$ cat config.mk
export PLATFORM = sky130hd
export DESIGN_NAME = tmds_encoder_pipe
export DESIGN_NICKNAME = d
export VERILOG_FILES = /design/src/rtl/tmds_encoder_pipe.sv
export SDC_FILE = /design/constraint.sdc
export NUM_CORES = 1
export LEC_CHECK = 0
export ABC_AREA = 1
export BUFFER_PORTS_ARGS = -buffer_cell sky130_fd_sc_hd__buf_2
export CORE_MARGIN = 2
export CORE_UTILIZATION = 55
export DETAILED_ROUTE_END_ITERATION = 8
export GPL_ROUTABILITY_DRIVEN = 0
export PLACE_DENSITY = 0.8
export SLEW_MARGIN = 20
export SYNTH_ARGS = -nofsm -noshare
export SYNTH_HDL_FRONTEND = slang
export SYNTH_SLANG_ARGS = --single-unit
$ cat constraint.sdc
create_clock -name clk -period 6.7 [get_ports clk]
set_input_delay 1.34 -clock clk [delete_from_list [all_inputs] [get_ports clk]]
set_output_delay 1.34 -clock clk [all_outputs]
set_load 0.05 [all_outputs]
$ cat src/rtl/tmds_encoder_pipe.sv
// Per-channel TMDS encoder: 8b/10b video with running disparity, control tokens,
// TERC4 data-island symbols and guard bands, in a two-stage pipe gated by ce.
module tmds_encoder_pipe #(
    parameter logic [9:0] GUARD_WORD   = 10'b1011001100,
    parameter bit         ENABLE_TERC4 = 1'b1
) (
    input  logic              clk,
    input  logic              rst,
    input  logic              ce,
    input  logic [1:0]        mode,
    input  logic [7:0]        D,
    input  logic [1:0]        c,
    input  logic [3:0]        terc,
    output logic [9:0]        q_out,
    output logic signed [4:0] cnt_dbg
);

    typedef enum logic [1:0] {
        MODE_VIDEO = 2'd0,
        MODE_CTRL  = 2'd1,
        MODE_TERC4 = 2'd2,
        MODE_GUARD = 2'd3
    } mode_e;

    localparam logic [9:0] CTRL_00 = 10'b1101010100;

    function automatic logic [3:0] popcnt8(input logic [7:0] v);
        logic [3:0] s;
        s = '0;
        for (int i = 0; i < 8; i++) s = s + {3'b000, v[i]};
        return s;
    endfunction

    // XOR/XNOR chain chosen to minimise transitions; bit 8 flags XOR (1) vs XNOR (0).
    function automatic logic [8:0] minimise(input logic [7:0] d);
        logic [3:0] n1;
        logic       inv;
        logic [8:0] qm;
        n1    = popcnt8(d);
        inv   = (n1 > 4'd4) || ((n1 == 4'd4) && !d[0]);
        qm    = '0;
        qm[0] = d[0];
        for (int i = 1; i < 8; i++) qm[i] = qm[i-1] ^ d[i] ^ inv;
        qm[8] = ~inv;
        return qm;
    endfunction

    function automatic logic [9:0] ctrl_word(input logic [1:0] cc);
        logic [9:0] w;
        case (cc)
            2'b00:   w = 10'b1101010100;
            2'b01:   w = 10'b0010101011;
            2'b10:   w = 10'b0101010100;
            default: w = 10'b1010101011;
        endcase
        return w;
    endfunction

    function automatic logic [9:0] terc4_word(input logic [3:0] t);
        logic [9:0] w;
        case (t)
            4'h0:    w = 10'b1010011100;
            4'h1:    w = 10'b1001100011;
            4'h2:    w = 10'b1011100100;
            4'h3:    w = 10'b1011100010;
            4'h4:    w = 10'b0101110001;
            4'h5:    w = 10'b0100011110;
            4'h6:    w = 10'b0110001110;
            4'h7:    w = 10'b0100111100;
            4'h8:    w = 10'b1011001100;
            4'h9:    w = 10'b0100111001;
            4'hA:    w = 10'b0110011100;
            4'hB:    w = 10'b1011000111;
            4'hC:    w = 10'b1010001110;
            4'hD:    w = 10'b1001110001;
            4'hE:    w = 10'b0101100011;
            default: w = 10'b1011000011;
        endcase
        return w;
    endfunction

    // ---------------- stage 1: transition minimisation ----------------
    logic [8:0] s1_qm_q,   s1_qm_d;
    mode_e      s1_mode_q, s1_mode_d;
    logic [1:0] s1_c_q,    s1_c_d;
    logic [3:0] s1_terc_q, s1_terc_d;

    always_comb begin
        s1_qm_d   = s1_qm_q;
        s1_mode_d = s1_mode_q;
        s1_c_d    = s1_c_q;
        s1_terc_d = s1_terc_q;
        if (ce) begin
            s1_qm_d   = minimise(D);
            s1_mode_d = mode_e'(mode);
            s1_c_d    = c;
            s1_terc_d = terc;
        end
    end

    always_ff @(posedge clk) begin
        if (rst) begin
            s1_qm_q   <= '0;
            s1_mode_q <= MODE_CTRL;
            s1_c_q    <= 2'b00;
            s1_terc_q <= '0;
        end else begin
            s1_qm_q   <= s1_qm_d;
            s1_mode_q <= s1_mode_d;
            s1_c_q    <= s1_c_d;
            s1_terc_q <= s1_terc_d;
        end
    end

    // ---------------- stage 2: DC balance and symbol select ----------------
    logic [9:0] q_out_q, q_out_d;
    logic [4:0] cnt_q,   cnt_d;
    logic [3:0] n1q;
    logic [4:0] bal;     // n1q - n0q, modulo 32
    logic       qm8;
    logic       cnt_pos, cnt_neg;

    always_comb begin
        n1q     = popcnt8(s1_qm_q[7:0]);
        bal     = {n1q, 1'b0} - 5'd8;
        qm8     = s1_qm_q[8];
        cnt_neg = cnt_q[4];
        cnt_pos = !cnt_q[4] && (cnt_q != 5'd0);
        q_out_d = q_out_q;
        cnt_d   = cnt_q;
        if (ce) begin
            case (s1_mode_q)
                MODE_VIDEO: begin
                    if ((cnt_q == 5'd0) || (n1q == 4'd4)) begin
                        q_out_d = {~qm8, qm8, qm8 ? s1_qm_q[7:0] : ~s1_qm_q[7:0]};
                        cnt_d   = cnt_q + (qm8 ? bal : (5'd0 - bal));
                    end else if ((cnt_pos && (n1q > 4'd4)) || (cnt_neg && (n1q < 4'd4))) begin
                        q_out_d = {1'b1, qm8, ~s1_qm_q[7:0]};
                        cnt_d   = cnt_q + {3'b000, qm8, 1'b0} - bal;
                    end else begin
                        q_out_d = {1'b0, qm8, s1_qm_q[7:0]};
                        cnt_d   = cnt_q + bal - {3'b000, ~qm8, 1'b0};
                    end
                end
                MODE_CTRL: begin
                    q_out_d = ctrl_word(s1_c_q);
                    cnt_d   = '0;
                end
                MODE_TERC4: begin
                    // Without data-island support the slot degrades to a control token.
                    q_out_d = ENABLE_TERC4 ? terc4_word(s1_terc_q) : ctrl_word(s1_c_q);
                    cnt_d   = '0;
                end
                default: begin
                    q_out_d = GUARD_WORD;
                    cnt_d   = '0;
                end
            endcase
        end
    end

    always_ff @(posedge clk) begin
        if (rst) begin
            q_out_q <= CTRL_00;
            cnt_q   <= '0;
        end else begin
            q_out_q <= q_out_d;
            cnt_q   <= cnt_d;
        end
    end

    assign q_out   = q_out_q;
    assign cnt_dbg = cnt_q;

endmodule

Yosys cells after proc, flatten, opt, wreduce, memory -nomap -nowiden
Memory sizes are Yosys's and may differ from the RTL's. A register that Yosys moved wholly into a read port is not among the register bits.
Cells that the tools add are included.
- bits in latches: 0
- memory bits (writable): 0
- logic and storage cells: 78
- bits in registers: 32
- output and inout port bits: 15
- memories: 1
- memory bits (read-only): 160
- equal/unequal tests: 6
- bitwise gates (word level): 17
- shifts and indexed selects: 0
- add/subtract/negate cells: 21
- $lt $le $gt $ge: 3
- multipliers: 0
- muxes and demuxes: 11
- divide/modulo/power cells: 0
- reduce and logical (&&, ||, !) cells: 13
- memory list (memory ; words ; bits a word ; rd ports ; clocked after Yosys merged registers in ; write ports ; line ; source):
    (name not given) ; 16 ; 10 ; 1 ; 1 ; 0 ; 61 ; case (t)
- operators with widths (cell ; number):
    10-bit case mux with 3 select lines ; 2
    4-bit by 1-bit adder with 4-bit output ; 8
    10-bit two-way mux ; 2
    5-bit two-way mux ; 4
    1-bit XOR ; 14
    5-bit adder ; 2
    3-bit by 1-bit adder with 4-bit output ; 2
    4-bit by 3-bit equality test with 1-bit output, second input constant ; 2
    4-bit by 3-bit > comparator with 1-bit output, second input constant ; 2
    4-bit two-way mux ; 2
    8-bit two-way mux ; 1
    8-bit inverter ; 1
    2-bit by 1-bit adder with 3-bit output ; 2
    5-bit by 2-bit adder with 5-bit output ; 1
    5-bit zero test ; 1
    5-bit nonzero test ; 1
    1-bit by 5-bit subtractor with 5-bit output, first input constant ; 1
    5-bit by 2-bit subtractor with 5-bit output ; 1
    5-bit by 4-bit subtractor with 5-bit output, second input constant ; 1
    5-bit subtractor ; 1
    1-bit by 1-bit adder with 2-bit output ; 2
    2-bit by 1-bit equality test with 1-bit output, second input constant ; 2
    2-bit equality test, second input constant ; 2
    1-bit logical AND ; 4
    5 further kinds ; 10

Depth between registers and ports, before layout
- word-level depth: 23
- gate-level depth with buffers: 22

Worst setup path before layout
No wires, ideal clock.
- path type: input port to flip-flop
- start point: input port D[0]
- end point: register s1_qm_q[6]
- path slack: 2.232 ns
- path buffers: 0
- stages: 18
- arrival time: 4.359 ns
- data required time: 6.591 ns
- cell sequence: inv_1 fa_1 fa_1 fa_1 inv_1 ha_1 fa_1 nand3b_1 nand2_1 nand2_2 nand2_1 nand3_1 nand2_2 nand2_1 nand3b_1 nand3_1 nand2_1 inv_1
- cells in the longest elaborated chain, start to end: 21
- elaborated cells between the ends (all ways): 24
- ends and longest elaborated chain (item ; line ; source):
    start: declaration ; 11 ; input logic [7:0] D,
    branches (longest 20 deep; another with 3-bit by 1-bit adder with 4-bit output) ; n/a ;
    1-bit XOR * ; 43 ; for (int i = 1; i < 8; i++) qm[i] = qm[i-1] ^ d[i] ^ inv;
    end signal: assignment ; 108 ; s1_qm_q <= s1_qm_d;
    end: declaration ; 83 ; logic [8:0] s1_qm_q, s1_qm_d;
Every way passes the cells marked *.
A chain may end at the register's enable or synchronous reset.

Worst setup path after layout
Ends and elaborated chain as after synthesis.

==> PnR_summary.wiki <==
{| class="wikitable"
! Metric !! Value
|-
| Status || finished, final reports clean
|-
| FF-to-FF End || cnt_dbg[4]
|-
| First-pass GRT wire length || 11400 um
|-
| Maximum clock skew at final layout || 0.00443 ns
|-
| Endpoint kind of the worst setup timing path || register
|-
| Total number of H-tree levels || 2
|-
| Maximum fanout along the worst path || 6
|-
| Via count || ~2800
|-
| Min-Delay Endpoint || q_out[5]
|-
| Count of routing violations after the opening detailed-route iteration || between 90 and 100
|-
| Startpoint of the worst register-to-register path || s1_qm_q[0]
|-
| I/O pin count || 34
|-
| Final Hold Vio Count || 0
|-
| Top post-synthesis cells by area || dfxtp_1 (26%), ha_1 (12%), nand2_1 (10%)
|-
| Antenna violations before repair || 0
|-
| Count of pins over their slew limit || 0
|-
| Die Outline Area || 0.00648 mm2
|-
| CTS Sinks || between 40 and 50
|-
| ANT cells || 0
|-
| Worst setup slack after layout || roughly 2.2 ns
|-
| Number of nets in the finished design || 532
|-
| Register area share after synthesis || around a quarter
|-
| Cells on worst reg2reg path || 21
|-
| Maximum resistive drop on vdd || 204 uV
|-
| Seq pwr share || a little over a quarter
|-
| P_sw || 0.512 mW
|-
| Required arrival time at the worst endpoint || 6.89 ns
|-
| Final cell utilization of the core || 62.6%
|-
| Remaining antenna violation count || 0
|-
| Vertical die dimension || just over 80 um
|-
| Clock tree from TritonCTS || built
|-
| Warning count from the yosys run || 0
|-
| Share of async-settable or async-resettable flops after synthesis || 0%
|-
| Arrival time reported for the critical path endpoint || 4.73 ns
|-
| Number of setup buffers added after CTS || 0
|-
| Synth-to-layout area growth || 8.36%
|-
| First-pass iteration count of the detailed router || 4
|-
| Slew HR || 65.5%
|-
| Mean Syn Cell Area || 7.30 um2
|-
| Flop and latch count out of synthesis || 41
|-
| Cts repair resizes || 0
|-
| Worst skew pair latency || between 0.2 and 0.3 ns
|-
| Number of synthesized flops with an enable pin || 0
|-
| DP Wirelength || 5520 um
|-
| Flip-flop cell with the highest count after synthesis || dfxtp_1
|-
| Max-cap viol count || 0
|-
| Wire length reported by the detailed router || 6900 um
|-
| Proportion of power drawn by the clock network || 14.2%
|-
| Yosys top cell by area || dfxtp_1
|-
| Portion of synthesized cell area occupied by the leading cell type || about 26%
|-
| DRC errors left || 0
|-
| Power share of the combinational group || 59.7%
|-
| Cell Pwr Density || 317 mW/mm2
|-
| Post-route setup TNS || 0 ns
|-
| Number of library cell types mapped by synthesis || 42
|-
| Final global-route overflow total || 0
|-
| Master cell of the clock root buffer || clkbuf_8
|-
| Clock-pin slew on the worst setup and hold paths || approximately 0.07 ns
|-
| Pre-CTS WS || 1.90 ns
|-
| Cts bufs inserted || 5
|-
| Vias in the first global route || 2624
|-
| Switching power share of the total || between 40% and 50%
|-
| Most common cell after layout, fill and taps aside || nand2_1
|-
| Fmax || 0.220 GHz
|-
| Area of the core || 0.00557 mm2
|-
| Fraction of layout cells with a size suffix above 1 || 14.9%
|-
| Time the final worst path needs with I/O delays and setup || 4.54 ns
|-
| Final period utilization || 67.7%
|-
| Setup repair after global routing missed its margin || false
|-
| Count of buffers from port buffering || 32
|-
| Average routed wire per standard cell || 12.8 um
|-
| Overall track demand over capacity in global routing || 22.5%
|-
| Vias per Instance || 5.23
|-
| Beginning of the worst hold path || q_out[5]
|-
| HP Class || reg2reg
|-
| Depth of the worst hold-timing path || 2
|-
| Cell count after synthesis || 441
|-
| Reg-to-reg slack, setup || 2.29 ns
|-
| Initial Util || 57.7%
|-
| Element type at the critical path start || input pin
|-
| Total number of placement rows || 27
|-
| Syn nets || just over 500
|-
| Commonest cells after routing, fill and taps aside || nand2_1 (87), inv_1 (65), dfxtp_1 (41), nand3_1 (37), a21oi_1 (34)
|-
| Clock buffer depth || 2
|-
| CTS Hold Buffers Added || 0
|-
| Reported leakage power || 1.80 nW
|-
| Pin count of the biggest net entering global routing || 31
|-
| Least-Margin Pin Slew || 0.518 ns
|-
| Cell Area, Synth || between 0.003 and 0.004 mm2
|-
| # setup viols final || 0
|-
| Internal power component || 0.595 mW
|-
| Crit Path Class || in2reg
|-
| DIE WIDTH || 80.5 um
|}
[cells by family (layout without fill, tap and decap cells)]
group	count (synthesis)	count (layout)	synth area share (%)
buffers and inverters	91	119	11.2
other	1	1	0.117
flip-flops	41	41	25.5
adder cells (fa/ha/maj)	45	45	20.5
AND/OR/NAND/NOR	167	167	24.2
XOR/XNOR	14	14	4.04
AO/OA/AOI/OAI	82	82	14.3
[worst max-delay path, cell delays in order]
cell	delay, ns
buf_2	0.10
inv_1	0.07
fa_1	0.57
fa_1	0.43
fa_1	0.49
inv_1	0.04
ha_1	0.20
fa_1	0.43
nand3b_1	0.16
nand2_1	0.11
nand2_2	0.11
nand2_1	0.08
nand3_1	0.13
nand2_2	0.12
nand2_1	0.08
nand3_1	0.08
nand3_1	0.08
nand2_1	0.07
inv_1	0.04
[layout make-up]
class	count	area [um2]
multi-input cells	309	2040
clock inverters	1	7.51
well taps	72	90.1
fillers	524	2090
flip-flops and latches	41	821
inverters	79	297
repair buffers	32	160
clock buffers	7	76.3
[stage by stage]
step | instances | power (mW) | instance area [um2] | hold slack, ns
finish | 541 | 1.11 | 3490 | 0.465
global route | 541 | 1.21 | 3490 | 0.496
detailed placement | 533 | 0.952 | 3400 | 0.453
floorplan | 441 | 0.811 | 3220 | 0.494
global placement | 533 | 0.916 | 3400 | 0.448
CTS | 541 | 1.11 | 3490 | 0.469
[power groups by stage]
stage,clock network (mW),logic (mW),registers [mW]
2_1_floorplan,0,0.494,0.318
3_3_place_gp,0,0.622,0.294
3_5_place_dp,0,0.658,0.294
4_1_cts,0.160,0.661,0.289
5_1_grt,0.170,0.749,0.292
6_report,0.157,0.661,0.289
[synth_stat cells, drive strengths merged, types with 2 or more instances]
cell,number
fa,13
nor2,21
a31oi,3
xor2,9
ha,32
nand2,94
a211oi,2
o211ai,5
or2,2
a21o,2
a21oi,34
nand3,40
o221ai,2
o21ai,28
a32oi,2
clkbuf,4
inv,79
nand3b,4
nor3,5
buf,8
xnor2,5
dfxtp,41
[per-layer routing]
metal	vias to the layer above	global-route usage (%)	share of wire [%]	wire length (um)
li1	1464	-	-	-
met1	1287	28.7	46	3160
met2	69	38.3	48	3340
met3	11	3.26	4.2	287
met4	0	8.47	1.5	106
met5	-	0	0	0
[worst max-delay path by stage]
stage,from,endpoint,slack [ns],cells past startpoint
after floorplan,D[0],s1_qm_q[6],2.23,18
after global placement,D[0],s1_qm_q[7],2.00,19
after detailed placement,D[0],s1_qm_q[6],1.90,19
after CTS,D[0],s1_qm_q[6],2.19,19
after global routing,D[0],s1_qm_q[7],1.92,19
final,D[0],s1_qm_q[6],2.16,19
No activity file was read; power rests on OpenSTA's default activity.
